==> src/rtl/multicycle_control.sv <==
// Multicycle control unit: steps each instruction through FETCH/DECODE/EXEC
// (and WB for loads), keeps the architectural {zero,sign,carry,ovf} flags,
// resolves conditional branches on those latched flags and runs a req/ack
// handshake with data memory. A handshake that waits too long halts with error.
module multicycle_control #(
  parameter int MCODEBITS    = 4,
  parameter int OPW          = 4,
  parameter int MEM_TIMEOUT  = 15,
  parameter int FLAGS_ON_ALU = 0
) (
  input  logic                 clk,
  input  logic                 reset,
  input  logic                 start,
  input  logic                 halt,
  input  logic [MCODEBITS-1:0] instr,
  input  logic [1:0]           target_sel,
  input  logic                 alu_zero,
  input  logic                 alu_sign,
  input  logic                 alu_carry,
  input  logic                 alu_ovf,
  input  logic                 mem_ack,
  output logic                 ir_load,
  output logic                 pc_en,
  output logic                 branch_taken,
  output logic [1:0]           jump_sel,
  output logic [OPW-1:0]       alu_op,
  output logic                 alu_src,
  output logic                 reg_write,
  output logic                 mem_to_reg,
  output logic                 mem_req,
  output logic                 mem_write,
  output logic [3:0]           flags,
  output logic                 done,
  output logic                 err
);

  // Control states
  localparam logic [2:0] S_IDLE   = 3'd0;
  localparam logic [2:0] S_FETCH  = 3'd1;
  localparam logic [2:0] S_DECODE = 3'd2;
  localparam logic [2:0] S_EXEC   = 3'd3;
  localparam logic [2:0] S_WB     = 3'd4;
  localparam logic [2:0] S_HALT   = 3'd5;

  // Opcodes
  localparam logic [MCODEBITS-1:0] OP_ADD   = MCODEBITS'(4'b0000);
  localparam logic [MCODEBITS-1:0] OP_SUB   = MCODEBITS'(4'b0001);
  localparam logic [MCODEBITS-1:0] OP_AND   = MCODEBITS'(4'b0010);
  localparam logic [MCODEBITS-1:0] OP_OR    = MCODEBITS'(4'b0011);
  localparam logic [MCODEBITS-1:0] OP_XOR   = MCODEBITS'(4'b0100);
  localparam logic [MCODEBITS-1:0] OP_NOT   = MCODEBITS'(4'b0101);
  localparam logic [MCODEBITS-1:0] OP_LOADI = MCODEBITS'(4'b0110);
  localparam logic [MCODEBITS-1:0] OP_ALU7  = MCODEBITS'(4'b0111);
  localparam logic [MCODEBITS-1:0] OP_LOAD  = MCODEBITS'(4'b1000);
  localparam logic [MCODEBITS-1:0] OP_CMP   = MCODEBITS'(4'b1001);
  localparam logic [MCODEBITS-1:0] OP_ALUA  = MCODEBITS'(4'b1010);
  localparam logic [MCODEBITS-1:0] OP_JE    = MCODEBITS'(4'b1011);
  localparam logic [MCODEBITS-1:0] OP_JGE   = MCODEBITS'(4'b1100);
  localparam logic [MCODEBITS-1:0] OP_JLE   = MCODEBITS'(4'b1101);
  localparam logic [MCODEBITS-1:0] OP_ALUE  = MCODEBITS'(4'b1110);
  localparam logic [MCODEBITS-1:0] OP_STORE = MCODEBITS'(4'b1111);

  // ALU operation codes
  localparam logic [OPW-1:0] ALU_PASS = OPW'(4'b1110);
  localparam logic [OPW-1:0] ALU_CMP  = OPW'(4'b0111);

  // Timeout counter wide enough for MEM_TIMEOUT up to 255
  localparam logic [7:0] TIMEOUT_LIMIT = 8'(MEM_TIMEOUT);

  logic [2:0]           state_q,  state_d;
  logic [MCODEBITS-1:0] opcode_q, opcode_d;
  logic [1:0]           jsel_q,   jsel_d;
  logic [3:0]           flags_q,  flags_d;
  logic                 err_q,    err_d;
  logic [7:0]           cnt_q,    cnt_d;

  // Decoded view of the latched opcode
  logic           is_alu;
  logic           is_cmp;
  logic           is_branch;
  logic           is_load;
  logic           is_store;
  logic           is_mem;
  logic [OPW-1:0] alu_code;
  logic           cond_true;

  logic f_zero;
  logic f_sign;
  logic f_ovf;

  assign f_zero = flags_q[3];
  assign f_sign = flags_q[2];
  assign f_ovf  = flags_q[0];

  // Classify the latched opcode and map ALU opcodes to ALU operation codes
  always_comb begin
    is_alu    = 1'b0;
    is_cmp    = 1'b0;
    is_branch = 1'b0;
    is_load   = 1'b0;
    is_store  = 1'b0;
    alu_code  = ALU_PASS;
    case (opcode_q)
      OP_ADD:   begin is_alu = 1'b1; alu_code = OPW'(4'b0000); end
      OP_SUB:   begin is_alu = 1'b1; alu_code = OPW'(4'b0001); end
      OP_AND:   begin is_alu = 1'b1; alu_code = OPW'(4'b0010); end
      OP_OR:    begin is_alu = 1'b1; alu_code = OPW'(4'b0011); end
      OP_XOR:   begin is_alu = 1'b1; alu_code = OPW'(4'b0100); end
      OP_NOT:   begin is_alu = 1'b1; alu_code = OPW'(4'b0101); end
      OP_ALU7:  begin is_alu = 1'b1; alu_code = OPW'(4'b0110); end
      OP_ALUA:  begin is_alu = 1'b1; alu_code = OPW'(4'b1000); end
      OP_ALUE:  begin is_alu = 1'b1; alu_code = OPW'(4'b1001); end
      OP_CMP:   begin is_cmp = 1'b1; alu_code = ALU_CMP; end
      OP_JE,
      OP_JGE,
      OP_JLE:   is_branch = 1'b1;
      OP_LOAD,
      OP_LOADI: is_load = 1'b1;
      OP_STORE: is_store = 1'b1;
      default:  ;
    endcase
  end

  assign is_mem = is_load | is_store;

  // Branch condition against the architectural (latched) flags only
  always_comb begin
    cond_true = 1'b0;
    case (opcode_q)
      OP_JE:   cond_true = f_zero;
      OP_JGE:  cond_true = (f_sign == f_ovf);
      OP_JLE:  cond_true = f_zero | (f_sign ^ f_ovf);
      default: cond_true = 1'b0;
    endcase
  end

  // Next-state logic: sequencing, opcode latch, flag writes and timeout tracking
  always_comb begin
    state_d  = state_q;
    opcode_d = opcode_q;
    jsel_d   = jsel_q;
    flags_d  = flags_q;
    err_d    = err_q;
    cnt_d    = cnt_q;
    case (state_q)
      S_IDLE: begin
        if (start) begin
          state_d = S_FETCH;
        end
      end
      S_FETCH: begin
        state_d = S_DECODE;
      end
      S_DECODE: begin
        opcode_d = instr;
        jsel_d   = target_sel;
        cnt_d    = 8'd0;
        state_d  = halt ? S_HALT : S_EXEC;
      end
      S_EXEC: begin
        if (is_mem) begin
          // Ack wins even on the cycle the count reaches the limit
          if (mem_ack) begin
            state_d = is_load ? S_WB : S_FETCH;
          end else if (cnt_q == TIMEOUT_LIMIT) begin
            err_d   = 1'b1;
            state_d = S_HALT;
          end else begin
            cnt_d = cnt_q + 8'd1;
          end
        end else begin
          state_d = S_FETCH;
          if (is_cmp || ((FLAGS_ON_ALU != 0) && is_alu)) begin
            flags_d = {alu_zero, alu_sign, alu_carry, alu_ovf};
          end
        end
      end
      S_WB: begin
        state_d = S_FETCH;
      end
      S_HALT: begin
        state_d = S_HALT;
      end
      default: begin
        state_d = S_IDLE;
      end
    endcase
  end

  // State registers with synchronous reset that overrides everything
  always_ff @(posedge clk) begin
    if (reset) begin
      state_q  <= S_IDLE;
      opcode_q <= '0;
      jsel_q   <= 2'b00;
      flags_q  <= 4'b0000;
      err_q    <= 1'b0;
      cnt_q    <= 8'd0;
    end else begin
      state_q  <= state_d;
      opcode_q <= opcode_d;
      jsel_q   <= jsel_d;
      flags_q  <= flags_d;
      err_q    <= err_d;
      cnt_q    <= cnt_d;
    end
  end

  // Output decode from registered state and latched opcode; only the store
  // completion strobe looks at mem_ack combinationally
  always_comb begin
    ir_load      = 1'b0;
    pc_en        = 1'b0;
    branch_taken = 1'b0;
    alu_op       = ALU_PASS;
    alu_src      = 1'b0;
    reg_write    = 1'b0;
    mem_to_reg   = 1'b0;
    mem_req      = 1'b0;
    mem_write    = 1'b0;
    case (state_q)
      S_IDLE: begin
        alu_op = '0;
      end
      S_FETCH: begin
        ir_load = 1'b1;
      end
      S_EXEC: begin
        alu_op = alu_code;
        if (is_alu) begin
          reg_write = 1'b1;
          pc_en     = 1'b1;
        end else if (is_cmp) begin
          pc_en = 1'b1;
        end else if (is_branch) begin
          pc_en        = 1'b1;
          branch_taken = cond_true;
        end else if (is_mem) begin
          alu_src   = 1'b1;
          mem_req   = 1'b1;
          mem_write = is_store;
          pc_en     = is_store & mem_ack;
        end
      end
      S_WB: begin
        reg_write  = 1'b1;
        mem_to_reg = 1'b1;
        pc_en      = 1'b1;
      end
      default: ;
    endcase
  end

  assign jump_sel = jsel_q;
  assign flags    = flags_q;
  assign done     = (state_q == S_HALT);
  assign err      = err_q;

endmodule
==> config.mk <==
export PLATFORM = sky130hd
export DESIGN_NAME = multicycle_control
export DESIGN_NICKNAME = d
export VERILOG_FILES = /design/src/rtl/multicycle_control.sv
export SDC_FILE = /design/constraint.sdc
export NUM_CORES = 1
export LEC_CHECK = 0
export CELL_PAD_IN_SITES_DETAIL_PLACEMENT = 1
export CELL_PAD_IN_SITES_GLOBAL_PLACEMENT = 1
export CORE_MARGIN = 2
export CORE_UTILIZATION = 35
export DETAILED_ROUTE_END_ITERATION = 12
export DONT_BUFFER_PORTS = 1
export GPL_TIMING_DRIVEN = 0
export HOLD_SLACK_MARGIN = 0.05
export PLACE_DENSITY = 0.65
export RECOVER_POWER = 100
export SLEW_MARGIN = 20
export SYNTH_ARGS = -nofsm -noshare
export SYNTH_HDL_FRONTEND = slang
export SYNTH_SLANG_ARGS = --single-unit
==> constraint.sdc <==
create_clock -name clk -period 1.7 [get_ports clk]
set_input_delay 0.34 -clock clk [delete_from_list [all_inputs] [get_ports clk]]
set_output_delay 0.34 -clock clk [all_outputs]
set_load 0.01 [all_outputs]
# Word level (Yosys, flattened, before mapping)
# Index checks and enable logic that the tools add are counted.
dict set report totals {
  ff_bits 22
  inputBits 15
  wordCells 92
  out_inout_bits 20
}
dict set report classes {
  muxes 42
  eq_ne 27
  n_reduce_logical 10
  add_sub_neg 1
  bitwise 6
}
# cell n
set op_table {}
lappend op_table {{4-bit case mux with 10 select lines} 1}
lappend op_table {{4-bit == test, second input constant} 8}
lappend op_table {{1-bit 2-to-1 mux} 26}
lappend op_table {{8-bit 2-to-1 mux} 3}
lappend op_table {{3-bit 2-to-1 mux} 6}
lappend op_table {{3-bit case mux with 6 select lines} 1}
lappend op_table {{4-bit by 3-bit == test with 1-bit output, second input constant} 4}
lappend op_table {{8-bit case mux with 2 select lines} 1}
lappend op_table {{9-bit OR reduction} 1}
lappend op_table {{8-bit by 1-bit adder with 8-bit output, second input constant} 1}
lappend op_table {{4-bit by 2-bit == test with 1-bit output, second input constant} 2}
lappend op_table {{8-bit by 4-bit == test with 1-bit output, second input constant} 1}
lappend op_table {{2-bit != test, second input constant} 4}
lappend op_table {{4-bit case mux with 2 select lines} 1}
lappend op_table {{4-bit AND reduction} 2}
lappend op_table {{3-bit by 2-bit == test with 1-bit output, second input constant} 2}
lappend op_table {{3-bit == test, second input constant} 2}
lappend op_table {{4-bit by 1-bit == test with 1-bit output, second input constant} 1}
lappend op_table {{4-bit zero test} 1}
lappend op_table {{4-bit != test, second input constant} 1}
lappend op_table {{1-bit case mux with 2 select lines} 2}
lappend op_table {{3-bit by 1-bit == test with 1-bit output, second input constant} 1}
lappend op_table {{3-bit zero test} 1}
lappend op_table {{1-bit case mux with 3 select lines} 1}
lappend op_table {{10 further kinds} 12}

# Depth between registers and ports, before layout
dict set report logic_depth {
  depth_word 9
  ltp_mapped 7
  depth_no_buf 6
}

# Least setup slack after synthesis
# No wires, ideal clock.
dict set report synth_path {
  kind {register -> output}
  from {register opcode_q[0]}
  to {output port reg_write}
  path_buffers 1
  stages_incl_launch_ff 6
  required_time_ns 1.360
  arrival_time_ns 1.296
  setup_slack_ns 0.064
  path_cell_list {dfxtp_1 clkbuf_1 nor2_1 a21oi_1 a21oi_1 o21ai_0}
}
dict set report synth_between {
  elab_chain_cells 5
  elab_cells_between_ends 13
  cone_classes {eq/ne: 8; mux: 3; reduce/logical: 2}
}
# element line_no
set synth_rtl {}
lappend synth_rtl {{start, declared} 71} ;# logic [MCODEBITS-1:0] opcode_q, opcode_d;
lappend synth_rtl {{start signal, assigned} 201} ;# opcode_q <= opcode_d;
lappend synth_rtl {{4-bit == test (tied with other cells)} 103} ;# case (opcode_q)
lappend synth_rtl {{9-bit OR reduction (no source line) (*)} n/a}
lappend synth_rtl {{1-bit 2-to-1 mux (*)} 103}
lappend synth_rtl {{1-bit 2-to-1 mux (*)} 230} ;# if (is_alu) begin
lappend synth_rtl {{1-bit case mux with 2 select lines (*)} 221} ;# case (state_q)
lappend synth_rtl {{end, declared} 28} ;# output logic reg_write,
# Every way passes the cells marked *; elsewhere a longest branch is shown, timed or not.

# Worst setup path after layout
dict set report layout_path {
  from {register state_q[0]}
  to {output port mem_req}
}
dict set report layout_between {
  elab_chain_cells 2
}
# element line_no
set layout_rtl {}
lappend layout_rtl {{start, declared} 70} ;# logic [2:0] state_q, state_d;
lappend layout_rtl {{start signal, assigned} 200} ;# state_q <= state_d;
lappend layout_rtl {{3-bit by 2-bit == test with 1-bit output} n/a}
lappend layout_rtl {{1-bit 2-to-1 mux} n/a}
lappend layout_rtl {{end, declared} 30} ;# output logic mem_req,
# Every way passes these cells.

==> flow_summary.yaml <==
run_status:
  status: "finished, violations left"
  failed_checks: "setup timing"
clock_tree:
  cts-buffers-inserted: 3
  clk_pin_slew_worst_paths_ns: 0.08
  cts-htree-levels: 1
  worstSkewPairLatency_ns: 0.27
  numClockSinks: 22
  ctsHoldBuffers: 0
  clk_path_buf_depth: 2
  clockRootBuffer: "clkbuf_8"
  cts_tree: "done"
floorplanning:
  std_cell_rows: 22
  core_area_sq_um: 3630
  ioPinCount: 35
  initial_utilization: 0.362
  die_y_microns: 65.3
  dieWidth_microns: 65.3
  die_area_sq_um: 4260
synth:
  yosysTopAreaCellShare: 0.335
  synth-edff-count: 0
  ys_ff_latch: 22
  synth_most_common_cell: "nor2_1"
  synth_fp_nets: 182
  netlist_instances: 166
  synthTopCellsByCount: "26 x nor2_1, 22 x dfxtp_1, 13 x a21oi_1"
  synth_seq_area_share: 0.335
  ys_async_sr_fraction: 0
  netlist_area_sq_um: 1320
  yosysWarnings: 0
  ys.flop_type: "dfxtp_1"
  yosysTopAreaCell: "dfxtp_1"
  synth_area_per_cell_sq_um: 7.92
  synth_area_leaders: "dfxtp_1 33%, mux2i_1 8.4%, nor2_1 7.4%"
  synth_cell_types: 45
layout:
  num_antenna_cells: 0
  seqCellArea_sq_um: 453
  nets: 203
  multi_input_area_sq_um: 948
  stdcell_area_sq_um: 1840
  drive_gt1_frac: 0.376
  fillers: 441
  area_growth_pct: 39.8
timing:
  finalWorstSetupSlack_ns: -0.0928
  fin_worst_skew_ns: 0.00295
  finalHoldViolCount: 0
  rsz0062_at_grt: "yes"
  tns_ns: -0.472
  holdWs_ns: 0.218
  maxSlewHeadroom: 0.705
  setup_viol: 11
  final_max_slew_viol_count: 0
  worst_pin_slew_ns: 0.439
  fmax_mhz: 558
  post-route-min-period_ns: 1.79
  finalCritPeriodShare: 1.05
global_routing:
  antenna_found_initial: 0
  grt_pass1_wl_microns: 6580
  grt_pass1_vias: 1402
  grt_max_degree: 14
  grt.total_usage: 0.198
  grt_overflow: 0
critical_path:
  worstSetupEndpointType: "output port"
  crit_path_start_kind: "register"
  crit_type: "register to output port"
  crit_required_ns: 1.36
  crit_path_frequent_cell: "buf_6"
  worstPathMaxFanout: 7
  cpLargestDelayFamily: "buffers and inverters"
  slowest_stage: "dfxtp_2"
  crit_path_cell_trace: "buf_6 -> nand3b_1 -> buf_4 -> nor2_4 -> buf_6"
  critPathMaxStageDelay_ns: 0.33
  cp.buffers_inverters: 3
  reg2regPathDepth: 8
  cp.depth: 5
  arrival_ns: 1.45
routing:
  ant_nets: 0
  dr.pass1.iters: 4
  vias: 1308
  routed_wirelength_microns: 4080
  via_per_inst: 5.59
  post_drt_wl_per_cell_microns: 17.5
  drc: 0
  first_iter_violations: 31
pwr:
  ir_drop_uv: 434
  p_per_area_nw_per_um2: 693
  cellLeakagePower_nw: 0.715
placed_design:
  dpl_cell_area_sq_um: 1380
  dp_hpwl_microns: 2630
  numPortBuffers: 0
  gp_congestion: 0.825
worst_hold_path:
  worstHoldPathType: "input port to register"
  holdPathStages: 2
job:
  drv_cap: 0
==> registers in the layout (all words and copies together) (netlist names) <==
| name | cells |
|---|---|
| jump_sel | 2 |
| cnt_q | 8 |
| err | 1 |
| opcode_q | 4 |
| flags | 4 |
| state_q | 3 |
==> power by group <==
part | leakage [nW] | switching (mW) | internal [mW]
Sequential | 0.181 | 0.0149 | 0.526
Combinational | 0.498 | 0.128 | 0.104
Clock | 0.0357 | 0.186 | 0.315
==> metrics by stage <==
stage	instances	utilization	power [mW]	setup slack, ns
detailed placement	214	0.378	0.704	-0.187
finish	234	0.506	1.27	-0.0928
floorplan	166	-	0.669	0.0642
CTS	233	0.480	1.26	-0.0809
global route	234	0.506	1.32	-0.191
global placement	214	0.378	0.696	-0.120
==> cells in the final DEF, fill, tap and decap left out, types with 2 or more instances in the layout <==
master / synthesis / routed
nor4_2: 0 / 2
nand3b_1: 3 / 3
a21oi_2: 0 / 3
or3_1: 3 / 2
o21ai_1: 0 / 2
dfxtp_1: 22 / 16
inv_1: 8 / 7
dfxtp_2: 0 / 4
buf_6: 1 / 11
buf_2: 4 / 2
nor2_1: 26 / 22
nand3_1: 6 / 4
nor2_2: 0 / 2
buf_4: 2 / 11
nand2_1: 11 / 10
nor2_4: 0 / 2
a21oi_4: 0 / 2
xnor2_2: 0 / 2
or4_1: 4 / 3
mux2i_1: 11 / 11
dfxtp_4: 0 / 2
a21oi_1: 13 / 8
clkbuf_8: 0 / 4
nand4_1: 2 / 2
o21ai_0: 6 / 3
and2_1: 2 / 2
o211ai_1: 4 / 4
==> worst paths after layout <==
path	start	end	slack [ns]
min reg2reg	cnt_q[7]$_SDFFE_PP0P_	cnt_q[7]$_SDFFE_PP0P_	0.51
min	alu_zero	flags[3]$_SDFFE_PP0P_	0.22
max reg2reg	opcode_q[1]$_SDFFE_PP0P_	cnt_q[2]$_SDFFE_PP0P_	-0.09
max	state_q[0]$_SDFFE_PP0P_	mem_req	-0.09
==> what timing repair did <==
action	in CTS	in global routing
endpoints found under the hold margin	0	0
buffers inserted	14	2
gates cloned	2	0
pin swaps	13	16
endpoints found under the setup margin	24	26
gates resized for setup	51	23
==> routing by layer <==
layer / wire length [microns] / global-route usage / up-vias / share of wire
li1: - / - / 631 / -
met1: 1740 / 0.222 / 638 / 0.43
met2: 2110 / 0.365 / 32 / 0.52
met3: 186 / 0.0531 / 7 / 0.046
met4: 43 / 0.0547 / 0 / 0.011
met5: 0 / 0 / - / 0
==> layout make-up <==
cell class	count	share of cell area
Multi-Input combinational cell	122	0.516
Sequential cell	22	0.246
Timing Repair Buffer	18	0.0824
Buffer	12	0.0674
Tap cell	48	0.0327
Clock buffer	3	0.0225
Clock inverter	1	0.0163
Inverter	8	0.0163
==> kinds of logic (layout without fill, tap and decap cells) <==
kind of cell,Yosys count,count (layout),synth area share
simple gates,70,70,0.287
compound gates,38,38,0.193
flops,22,22,0.335
buf+inv,22,42,0.0780
mux,11,11,0.0837
xor+xnor,2,2,0.0133
fa+ha+maj,1,1,0.00951
==> worst register-to-register path: stages, from the launching register on <==
cell       delay [ns]
dfxtp_2          0.35
buf_6            0.11
nor4b_4          0.26
buf_4            0.19
a21oi_4          0.06
o2bb2ai_4        0.14
buf_6            0.15
or4_4            0.40
nand2_1          0.08
(Power assumes the default switching activity.)
